--- src/rtl/cpu_pkg.sv ---
// Shared CPU definitions: datapath widths and the memory-stage state encoding.
package cpu_pkg;
  localparam int DATA_W    = 16;
  localparam int REG_IDX_W = 4;

  typedef enum logic [1:0] {
    IDLE = 2'd0,
    BUSY = 2'd1,
    DONE = 2'd2
  } mem_state_t;
endpackage

--- src/rtl/sat_counter16.sv ---
// 16-bit event counter that sticks at all-ones instead of wrapping.
module sat_counter16 (
  input  logic        clk,
  input  logic        rst,
  input  logic        inc_i,
  output logic [15:0] count_o
);
  logic [15:0] count_q;

  always_ff @(posedge clk) begin
    if (rst) begin
      count_q <= 16'd0;
    end else if (inc_i && (count_q != 16'hFFFF)) begin
      count_q <= count_q + 16'd1;
    end
  end

  assign count_o = count_q;
endmodule

--- src/rtl/mem_stage_ctrl.sv ---
// MEM-stage controller: issues data-memory requests, stalls the front of the pipe until the
// access completes, and builds MEM/WB inputs. Define MEM_FWD_EN to forward WB data into stores.
module mem_stage_ctrl
  import cpu_pkg::*;
(
  input  logic                 clk,
  input  logic                 rst,
  input  logic                 xm_regwrite,
  input  logic                 xm_memread,
  input  logic                 xm_memwrite,
  input  logic                 xm_memtoreg,
  input  logic                 xm_savepc,
  input  logic                 xm_halt,
  input  logic [DATA_W-1:0]    xm_b,
  input  logic [DATA_W-1:0]    xm_aluresult,
  input  logic [DATA_W-1:0]    xm_newpc,
  input  logic [REG_IDX_W-1:0] xm_reg_dest,
  input  logic [REG_IDX_W-1:0] xm_source2,
  input  logic                 wb_regwrite,
  input  logic [REG_IDX_W-1:0] wb_reg_dest,
  input  logic [DATA_W-1:0]    wb_data,
  output logic                 mem_req,
  output logic                 mem_we,
  output logic [DATA_W-1:0]    mem_addr,
  output logic [DATA_W-1:0]    mem_wdata,
  input  logic                 mem_valid,
  input  logic [DATA_W-1:0]    mem_rdata,
  output logic                 stall,
  output logic                 mw_regwrite,
  output logic                 mw_halt,
  output logic [REG_IDX_W-1:0] mw_reg_dest,
  output logic [DATA_W-1:0]    mw_wdata,
  output logic [15:0]          stall_cnt
);
  mem_state_t        state_q, state_d, curState;
  logic [DATA_W-1:0] hold_q, hold_d;
  logic [DATA_W-1:0] storeData;
  logic              memOp;

  assign memOp = xm_memread | xm_memwrite;

`ifdef MEM_FWD_EN
  always_comb begin
    storeData = xm_b;
    if (xm_memwrite && wb_regwrite && (wb_reg_dest == xm_source2) &&
        (wb_reg_dest != '0)) begin
      storeData = wb_data;
    end
  end
`else
  logic unusedWb;
  assign unusedWb  = ^{wb_regwrite, wb_reg_dest, wb_data, xm_source2};
  assign storeData = xm_b;
`endif

  // While reset is held the outputs behave as in IDLE for the inputs currently presented.
  always_comb begin
    curState = rst ? IDLE : state_q;
    state_d  = curState;
    hold_d   = hold_q;
    stall    = 1'b0;
    mem_req  = 1'b0;
    unique case (curState)
      IDLE: begin
        stall   = memOp;
        mem_req = memOp;
        state_d = memOp ? BUSY : IDLE;
      end
      BUSY: begin
        stall = 1'b1;
        if (mem_valid) begin
          hold_d  = mem_rdata;
          state_d = DONE;
        end
      end
      DONE: state_d = IDLE;
      default: state_d = IDLE;
    endcase
  end

  always_ff @(posedge clk) begin
    if (rst) begin
      state_q <= IDLE;
      hold_q  <= '0;
    end else begin
      state_q <= state_d;
      hold_q  <= hold_d;
    end
  end

  assign mem_we    = xm_memwrite;
  assign mem_addr  = xm_aluresult;
  assign mem_wdata = storeData;

  // A stalled cycle becomes a bubble in MEM/WB.
  assign mw_regwrite = xm_regwrite & ~stall;
  assign mw_halt     = xm_halt & ~stall;
  assign mw_reg_dest = xm_reg_dest;
  assign mw_wdata    = xm_savepc   ? xm_newpc :
                       xm_memtoreg ? hold_q   : xm_aluresult;

  sat_counter16 uStallCnt (
    .clk    (clk),
    .rst    (rst),
    .inc_i  (stall),
    .count_o(stall_cnt)
  );
endmodule

--- config.mk ---
export PLATFORM = sky130hd
export DESIGN_NAME = mem_stage_ctrl
export DESIGN_NICKNAME = d
export VERILOG_FILES = /design/src/rtl/cpu_pkg.sv /design/src/rtl/sat_counter16.sv /design/src/rtl/mem_stage_ctrl.sv
export SDC_FILE = /design/constraint.sdc
export NUM_CORES = 1
export LEC_CHECK = 0
export ABC_AREA = 1
export ABC_CLOCK_PERIOD_IN_PS = 1800
export BUFFER_PORTS_ARGS = -buffer_cell sky130_fd_sc_hd__buf_2
export CAP_MARGIN = 40
export CORE_ASPECT_RATIO = 1.5
export CORE_MARGIN = 2
export CORE_UTILIZATION = 37
export DETAILED_ROUTE_END_ITERATION = 8
export GPL_ROUTABILITY_DRIVEN = 0
export PLACE_DENSITY = 0.77
export SLEW_MARGIN = 0
export SYNTH_ARGS = -nofsm -noshare
export SYNTH_HDL_FRONTEND = slang
export SYNTH_HIERARCHICAL = 1
export SYNTH_SLANG_ARGS = --single-unit
--- constraint.sdc ---
create_clock -name clk -period 1.8 [get_ports clk]
set_input_delay 0.54 -clock clk [delete_from_list [all_inputs] [get_ports clk]]
set_output_delay 0.54 -clock clk [all_outputs]
set_load 0.02 [all_outputs]
# Word level (Yosys, flattened, before mapping)
# Cells that the tools add are included.
# totals
ff_bits,34
input_bits,102
output_inout_bits,73
wordCells,21
# op_classes
n_addsub,1
n_eq_ne,2
n_mux,8
n_bitwise,4
n_reduce_logical,3
# ops
cell,count
16-bit two-way mux,2
16-bit by 1-bit adder with 16-bit output (second input constant),1
16-bit inequality test (second input constant),1
2-bit two-way mux,2
2-bit case mux with 2 select lines,1
1-bit bitwise AND,2
2-bit by 1-bit equality test with 1-bit output (second input constant),1
2-bit zero test,1
1-bit two-way mux,2
1-bit case mux with 2 select lines,1
2-bit AND reduction,1
1-bit logical AND,1
1-bit inverter,1
1-bit bitwise OR,1

# Depth between registers and ports, before layout
# Gate-level depths: netlist of the first run.
# logic_depth
ltp_word,5
mapped_depth,12
mapped_depth_nobuf,11

# By module
# Netlist of the first run, hierarchy kept.
# modules_own_cells
mod,instances,cells_per_inst,area_each_um2,seq_area_each_um2
mem_stage_ctrl,1,232,1433.9,360.3
sat_counter16,1,149,929.6,320.3

# Least setup slack after synthesis of the first run
# OpenSTA, ideal clock, no wires.
# synth_path
path_type,in2out
from,input port xm_memwrite
to,output port mw_halt
t_arrival_ns,1.434
required_time_ns,1.260
path_slack_ns,-0.174
path_stages,4
n_path_buf,0
path_cell_list,or2_2 > nand3_1 > nand2_1 > nor2_1
# synth_between
elab_chain_cells,4
# synth_rtl
element,line_no,rtl
start: declaration,mem_stage_ctrl.sv:10,"input logic xm_memwrite,"
1-bit bitwise OR,mem_stage_ctrl.sv:40,assign memOp = xm_memread | xm_memwrite;
1-bit case mux with 2 select lines,mem_stage_ctrl.sv:63,unique case (curState)
named net stall,mem_stage_ctrl.sv:28,"output logic stall,"
1-bit inverter,mem_stage_ctrl.sv:97,assign mw_halt = xm_halt & ~stall;
1-bit bitwise AND,mem_stage_ctrl.sv:97,
end: declaration,mem_stage_ctrl.sv:30,"output logic mw_halt,"
# The timed path passes the listed nets, and every way through them passes these cells.

# Worst setup path in the final report of the first run
# layout_path
from,input port xm_memwrite
to,output port mw_regwrite
# layout_between
elab_chain_cells,4
# layout_rtl
element,line_no,rtl
1-bit bitwise OR,mem_stage_ctrl.sv:40,
1-bit case mux with 2 select lines,mem_stage_ctrl.sv:63,
1-bit inverter,mem_stage_ctrl.sv:96,assign mw_regwrite = xm_regwrite & ~stall;
1-bit bitwise AND,mem_stage_ctrl.sv:96,
end: declaration,mem_stage_ctrl.sv:29,"output logic mw_regwrite,"
# Every way passes these cells.

==> results of run 1 <==
## per-layer routing
layer	vias up	global-route usage	part of all wire
met5	-	0	0
met4	0	0.0920	0.029
met3	23	0.0542	0.083
met2	146	0.373	0.54
met1	1202	0.170	0.35
li1	1333	-	-
## cell usage in the layout (no fill, tap or decap), drive strengths merged
cell type,Yosys,layout
ha,1,1
clkinv,2,3
or2,2,2
buf,49,128
nor3,1,1
dfxtp,34,34
nand4,19,19
nor2,100,100
a21oi,40,40
inv,33,33
nand3,15,15
clkbuf,2,7
nand2,83,83
## through the flow
step	std cells	power [uW]
after floorplan	381	1220
after detailed placement	530	1320
final	540	1960
after global routing	540	2060
after global placement	530	1300
after CTS	540	1970
## area by class of cell
| class | count | area [um^2] |
|---|---|---|
| Inverter | 35 | 146 |
| Tap cell | 74 | 92.6 |
| Multi-Input combinational cell | 261 | 1420 |
| Clock buffer | 7 | 86.3 |
| Clock inverter | 1 | 5.00 |
| Fill cell | 583 | 2930 |
| Sequential cell | 34 | 681 |
| Timing Repair Buffer | 128 | 808 |
## sequential cells by signal, summed over array words and instances (netlist names)
| register | flops |
|---|---|
| uStallCnt/count_o | 16 |
| state_q | 2 |
| hold_q | 16 |
## worst max-delay path: cells and delay by family
kind,cells,cell delay (ps)
simple gates,4,500
buf+inv,2,210
## cell families (layout without fill, tap and decap cells)
group,after synthesis,count (layout),synth area share
AO/OA/AOI/OAI,40,40,0.0847
adder cells (fa/ha/maj),1,1,0.00529
buffers and inverters,86,171,0.210
AND/OR/NAND/NOR,220,220,0.412
flip-flops,34,34,0.288
## how the worst min path moves through the flow
stage,from,endpoint,depth (start not counted)
floorplan,hold_q[0]$_SDFFE_PP0P_,hold_q[0]$_SDFFE_PP0P_,2
global placement,hold_q[11]$_SDFFE_PP0P_,hold_q[11]$_SDFFE_PP0P_,2
detailed placement,hold_q[11]$_SDFFE_PP0P_,hold_q[11]$_SDFFE_PP0P_,2
CTS,hold_q[9]$_SDFFE_PP0P_,hold_q[9]$_SDFFE_PP0P_,2
global route,hold_q[14]$_SDFFE_PP0P_,hold_q[14]$_SDFFE_PP0P_,2
finish,hold_q[11]$_SDFFE_PP0P_,hold_q[11]$_SDFFE_PP0P_,2
## where the power goes
group	total, uW	internal, uW	switching (uW)
Sequential	800	780	20.3
Combinational	578	249	328
Clock	581	309	272
Total	1960	1340	621
## timing repair
action / 4_1_cts / 5_1_grt
buffers inserted: 1 / 0
hold buffers: 0 / 0
gates resized for setup: 51 / 13
pin swaps: 3 / 1
cloned: 1 / 0
setup endpoints to repair: 20 / 14
==> metrics, run 1 <==
outcome=finished with violations; violations in the final reports=negative setup slack; number of nets in the layout=568; starting density of the core=0.383; number of cells on the worst reg-to-reg path=10; largest voltage drop on the vdd net=around 0.36 mV; delay of the slowest cell on the worst path=about 250 ps; Max clock buf depth=2; CP Capture Type=output port; DRC=0; final count of pins violating max slew=0; Synthesized Nets=just under 500; width of the die=69.3 um; antenna cell count=0; Tot GR Track Use=0.187; Post-Synthesis Cells=381; DRT antenna net count=0; FF-to-FF setup slack=230 ps; Post-Route Hold Slack=487 ps; standby leakage power=roughly 0.0016 uW; most used cell along the critical path=sky130_fd_sc_hd__buf_6; number of distinct library cell variants in the gate-level netlist after synthesis=24; Post-Layout Inst Area=3240 um^2; cell area reported after detailed placement=roughly 3000 um^2; TritonCTS clock tree=built; clk_skew=4.44 ps; share of layout cells above drive strength 1=0.406; number of buffers added by the clock tree synthesis step=5; critical path launch point=xm_memwrite; setup repair after global routing missed its margin=yes; prevailing post-synth register cell=sky130_fd_sc_hd__dfxtp_1; relative slew slack=0.749; CP required=1260 ps; number of vias per cell after detailed routing=5.01; number of synthesized register bits=34; number of vias in the routed layout=approximately 2,700; DRC violation total after the first TritonRoute iteration=102; CTS Root Cell=sky130_fd_sc_hd__clkbuf_8; number of levels in the clock H-tree=2; Layout Area Growth over Synthesis=37.1%; grt total ovfl=0; post-synthesis average cell area=approximately 6.2 um^2; area of the core region=6170 um^2; number of endpoints with negative hold slack in the final report=0; Yosys warning count=6; area of the die=7060 um^2; Worst Setup Slack post-DPL=-172 ps; mapped cell area=~2400 um^2; min cycle time layout=approximately 1800 ps; fraction of synthesized cell area taken by the top area cell type=0.288; die span in y=102 um; worst-skew pair later-pin latency=approximately 280 ps; port bufs=109; number of antenna violations at the first check in global routing=0; Setup Total Neg Slack=-1.42 ps; class of the worst hold path=reg -> reg; number of enable-type register cells in the synthesized netlist=0; top cells by area, synth=sky130_fd_sc_hd__dfxtp_1, sky130_fd_sc_hd__nor2_1, sky130_fd_sc_hd__nand2_1; site row count=35; critical-path cell list=buf_6, or2_4, nand3_4, nand2_4, nor2_4, buf_6; endpoint of the most critical setup path=mw_regwrite; start-to-end type of the worst setup path=in -> out; actual slew at the worst max-slew pin=~380 ps; final design utilization=0.525; start of the worst register-to-register path=state_q[0]$_SDFF_PP0_; R2R Path End=uStallCnt/count_o[13]$_SDFFE_PP0P_; CP max stage cell=sky130_fd_sc_hd__or2_4; detailed-route wire length=6590 um; first-pass GRT wire length=between 10,000 and 15,000 um; cell with the most instances after synthesis=sky130_fd_sc_hd__nor2_1; async set-reset flop share out of synthesis=0; total power per unit cell area=604 nW/um^2; clock transition at the register clock pins on the worst setup and hold paths after CTS=70 ps; cell accounting for the most synthesized area=sky130_fd_sc_hd__dfxtp_1; kind of start point of the critical path=primary input; proportion of synthesized chip area in sequential cells=0.288; I/O pin count=~180; max capacitance violation total=0; critical path fanouts, max=4; final critical-path setup slack=-1.42 ps; Finish-stage setup viols=1; clk sink count=34; first-pass detailed-route iteration total=5; peak clock frequency supported by timing=approximately 0.56 GHz; Crit path arrival time=~1300 ps; most used standard cells in the synthesized netlist=sky130_fd_sc_hd__nor2_1, sky130_fd_sc_hd__nand2_1, sky130_fd_sc_hd__a21oi_1; post-detail-place hpwl=about 4800 um; via count of the first global-routing pass=roughly 2,600; routed wire length per instance=about 12 um; share of the clock period used by the worst path=1.00; largest net degree at the start of global routing=18
Power figures use the tool's default switching activity.
==> inputs of run 2 (changes only) <==
--- a/config.mk
+++ b/config.mk
@@ -14,6 +14,7 @@
 export CORE_UTILIZATION = 37
 export DETAILED_ROUTE_END_ITERATION = 8
 export GPL_ROUTABILITY_DRIVEN = 0
+export MAX_ROUTING_LAYER = met4
 export PLACE_DENSITY = 0.77
 export SLEW_MARGIN = 0
 export SYNTH_ARGS = -nofsm -noshare
==> run 2 against run 1 <==
Net effect:
- the run still ends with negative setup slack left
- worst hold slack about the same
- non-clock buffer count unchanged
- clock power about the same
- worst setup slack got worse by 2.5 ps
- sequential power about the same
- sequential cell count unchanged
- largest cell class unchanged
==> metrics, run 2 (same netlist as run 1, synthesis figures left out) <==
die span in y=between 100 and 150 um; first-pass detailed-route iteration total=5; Cell Count, Final, Fillers Out=540; Post-Layout Inst Area=approximately 3200 um^2; most frequent cells in the layout=sky130_fd_sc_hd__buf_2, sky130_fd_sc_hd__nand2_1, sky130_fd_sc_hd__nor2_1; via count of the first global-routing pass=approximately 2,600; largest net degree at the start of global routing=18; number of nets in the layout=approximately 570; first-pass GRT wire length=10,900 um; clk_skew=about 4.3 ps; peak clock frequency supported by timing=0.554 GHz; class of the worst hold path=reg -> reg; number of cells in the design after placement=530; number of antenna violations at the first check in global routing=0; fillcell total=a little under 600; critical path fanouts, max=4; share of layout cells above drive strength 1=0.406; largest voltage drop on the vdd net=between 0.3 and 0.4 mV; width of the die=between 60 and 70 um; max capacitance violation total=0; starting density of the core=0.383; CP max stage cell=sky130_fd_sc_hd__or2_4; antenna cell count=0; actual slew at the worst max-slew pin=roughly 380 ps; DRC=0; delay of the slowest cell on the worst path=250 ps; share of the clock period used by the worst path=1.00; worst-skew pair later-pin latency=roughly 280 ps; grt total ovfl=0; site row count=35; total power per unit cell area=~600 nW/um^2; DRC violation total after the first TritonRoute iteration=107; sequential standard cell area=about 680 um^2; detailed-route wire length=between 6000 and 7000 um; relative slew slack=0.749; area of the die=between 7000 and 8000 um^2; most used cell along the critical path=sky130_fd_sc_hd__buf_6; post-detail-place hpwl=4830 um; critical-path cell list=buf_6, or2_4, nand3_4, nand2_4, nor2_4, buf_6; Setup Total Neg Slack=-3.91 ps; CP Capture Type=output port; Tot GR Track Use=0.193; CP required=between 1000 and 1500 ps; number of buffers added by the clock tree synthesis step=5; TritonCTS clock tree=built; violations in the final reports=negative setup slack; area of the core region=slightly above 6000 um^2; number of vias per cell after detailed routing=around 5; final design utilization=0.525; most common cell after layout, fill and taps aside=sky130_fd_sc_hd__buf_2; routed wire length per instance=around 12 um; Worst Setup Slack post-DPL=-172 ps; start-to-end type of the worst setup path=in -> out; clock transition at the register clock pins on the worst setup and hold paths after CTS=~70 ps; clk sink count=34; CTS Root Cell=sky130_fd_sc_hd__clkbuf_8; setup repair after global routing missed its margin=yes; number of vias in the routed layout=~2,700; cell area reported after detailed placement=just under 3000 um^2; Finish-stage setup viols=1; number of endpoints with negative hold slack in the final report=0; Crit path arrival time=1260 ps; I/O pin count=roughly 180; number of levels in the clock H-tree=2; final count of pins violating max slew=0; port bufs=between 100 and 150; DRT antenna net count=0; final critical-path setup slack=-3.91 ps; multi-input gate area in the final layout=around 1400 um^2; Layout Area Growth over Synthesis=37.1%; standby leakage power=between 0.0015 and 0.002 uW; outcome=finished with violations; kind of start point of the critical path=primary input; Max clock buf depth=2; min cycle time layout=about 1800 ps
-- run 2: cell counts in the layout (fill, tap and decap cells not counted) --
Identical to the previous run, type by type.
-- run 2: critical path, delay by kind of cell --
| family | cells | cell delay, ps |
|---|---|---|
| simple gates | 4 | 510 |
| buf+inv | 2 | 210 |
-- run 2: worst paths after layout --
kind / from / to / slack, ps / depth (start not counted)
worst min register to register: hold_q[11]$_SDFFE_PP0P_ / hold_q[11]$_SDFFE_PP0P_ / 490 / 2
worst min-delay path: hold_q[11]$_SDFFE_PP0P_ / hold_q[11]$_SDFFE_PP0P_ / 490 / 2
worst max-delay path: xm_memwrite / mw_regwrite / -4 / 6
worst max register to register: state_q[0]$_SDFF_PP0_ / uStallCnt/count_o[14]$_SDFFE_PP0P_ / 220 / 11
-- run 2: power breakdown --
group	internal (uW)	switching, uW
Clock	309	273
Combinational	249	329
Sequential	780	20.3
-- run 2: layout make-up --
cell class                      instances  area share
Tap cell                               74      0.0286
Timing Repair Buffer                  128       0.249
Clock inverter                          1     0.00154
Multi-Input combinational cell        261       0.439
Inverter                               35      0.0452
Sequential cell                        34       0.210
Clock buffer                            7      0.0266
-- run 2: through the flow --
stage / hold WS [ps] / total power, uW
after floorplan: 454 / 1220
after global placement: 464 / 1300
after detailed placement: 475 / 1320
after CTS: 489 / 1970
after global routing: 512 / 2070
final: 486 / 1960
-- run 2: metal layers --
layer  share of wire  vias up  track usage
met2            0.54      141        0.373
met1            0.35     1196        0.174
met4           0.031        0       0.0920
met5               0        -            -
li1                -     1333            -
met3           0.079       25       0.0483
-- run 2: what timing repair did --
action	CTS	global route
hold buffers	0	0
pin swaps	3	1
gates cloned	1	0
gates resized for setup	51	13
setup buffers	1	0
endpoints found under the setup margin	20	14
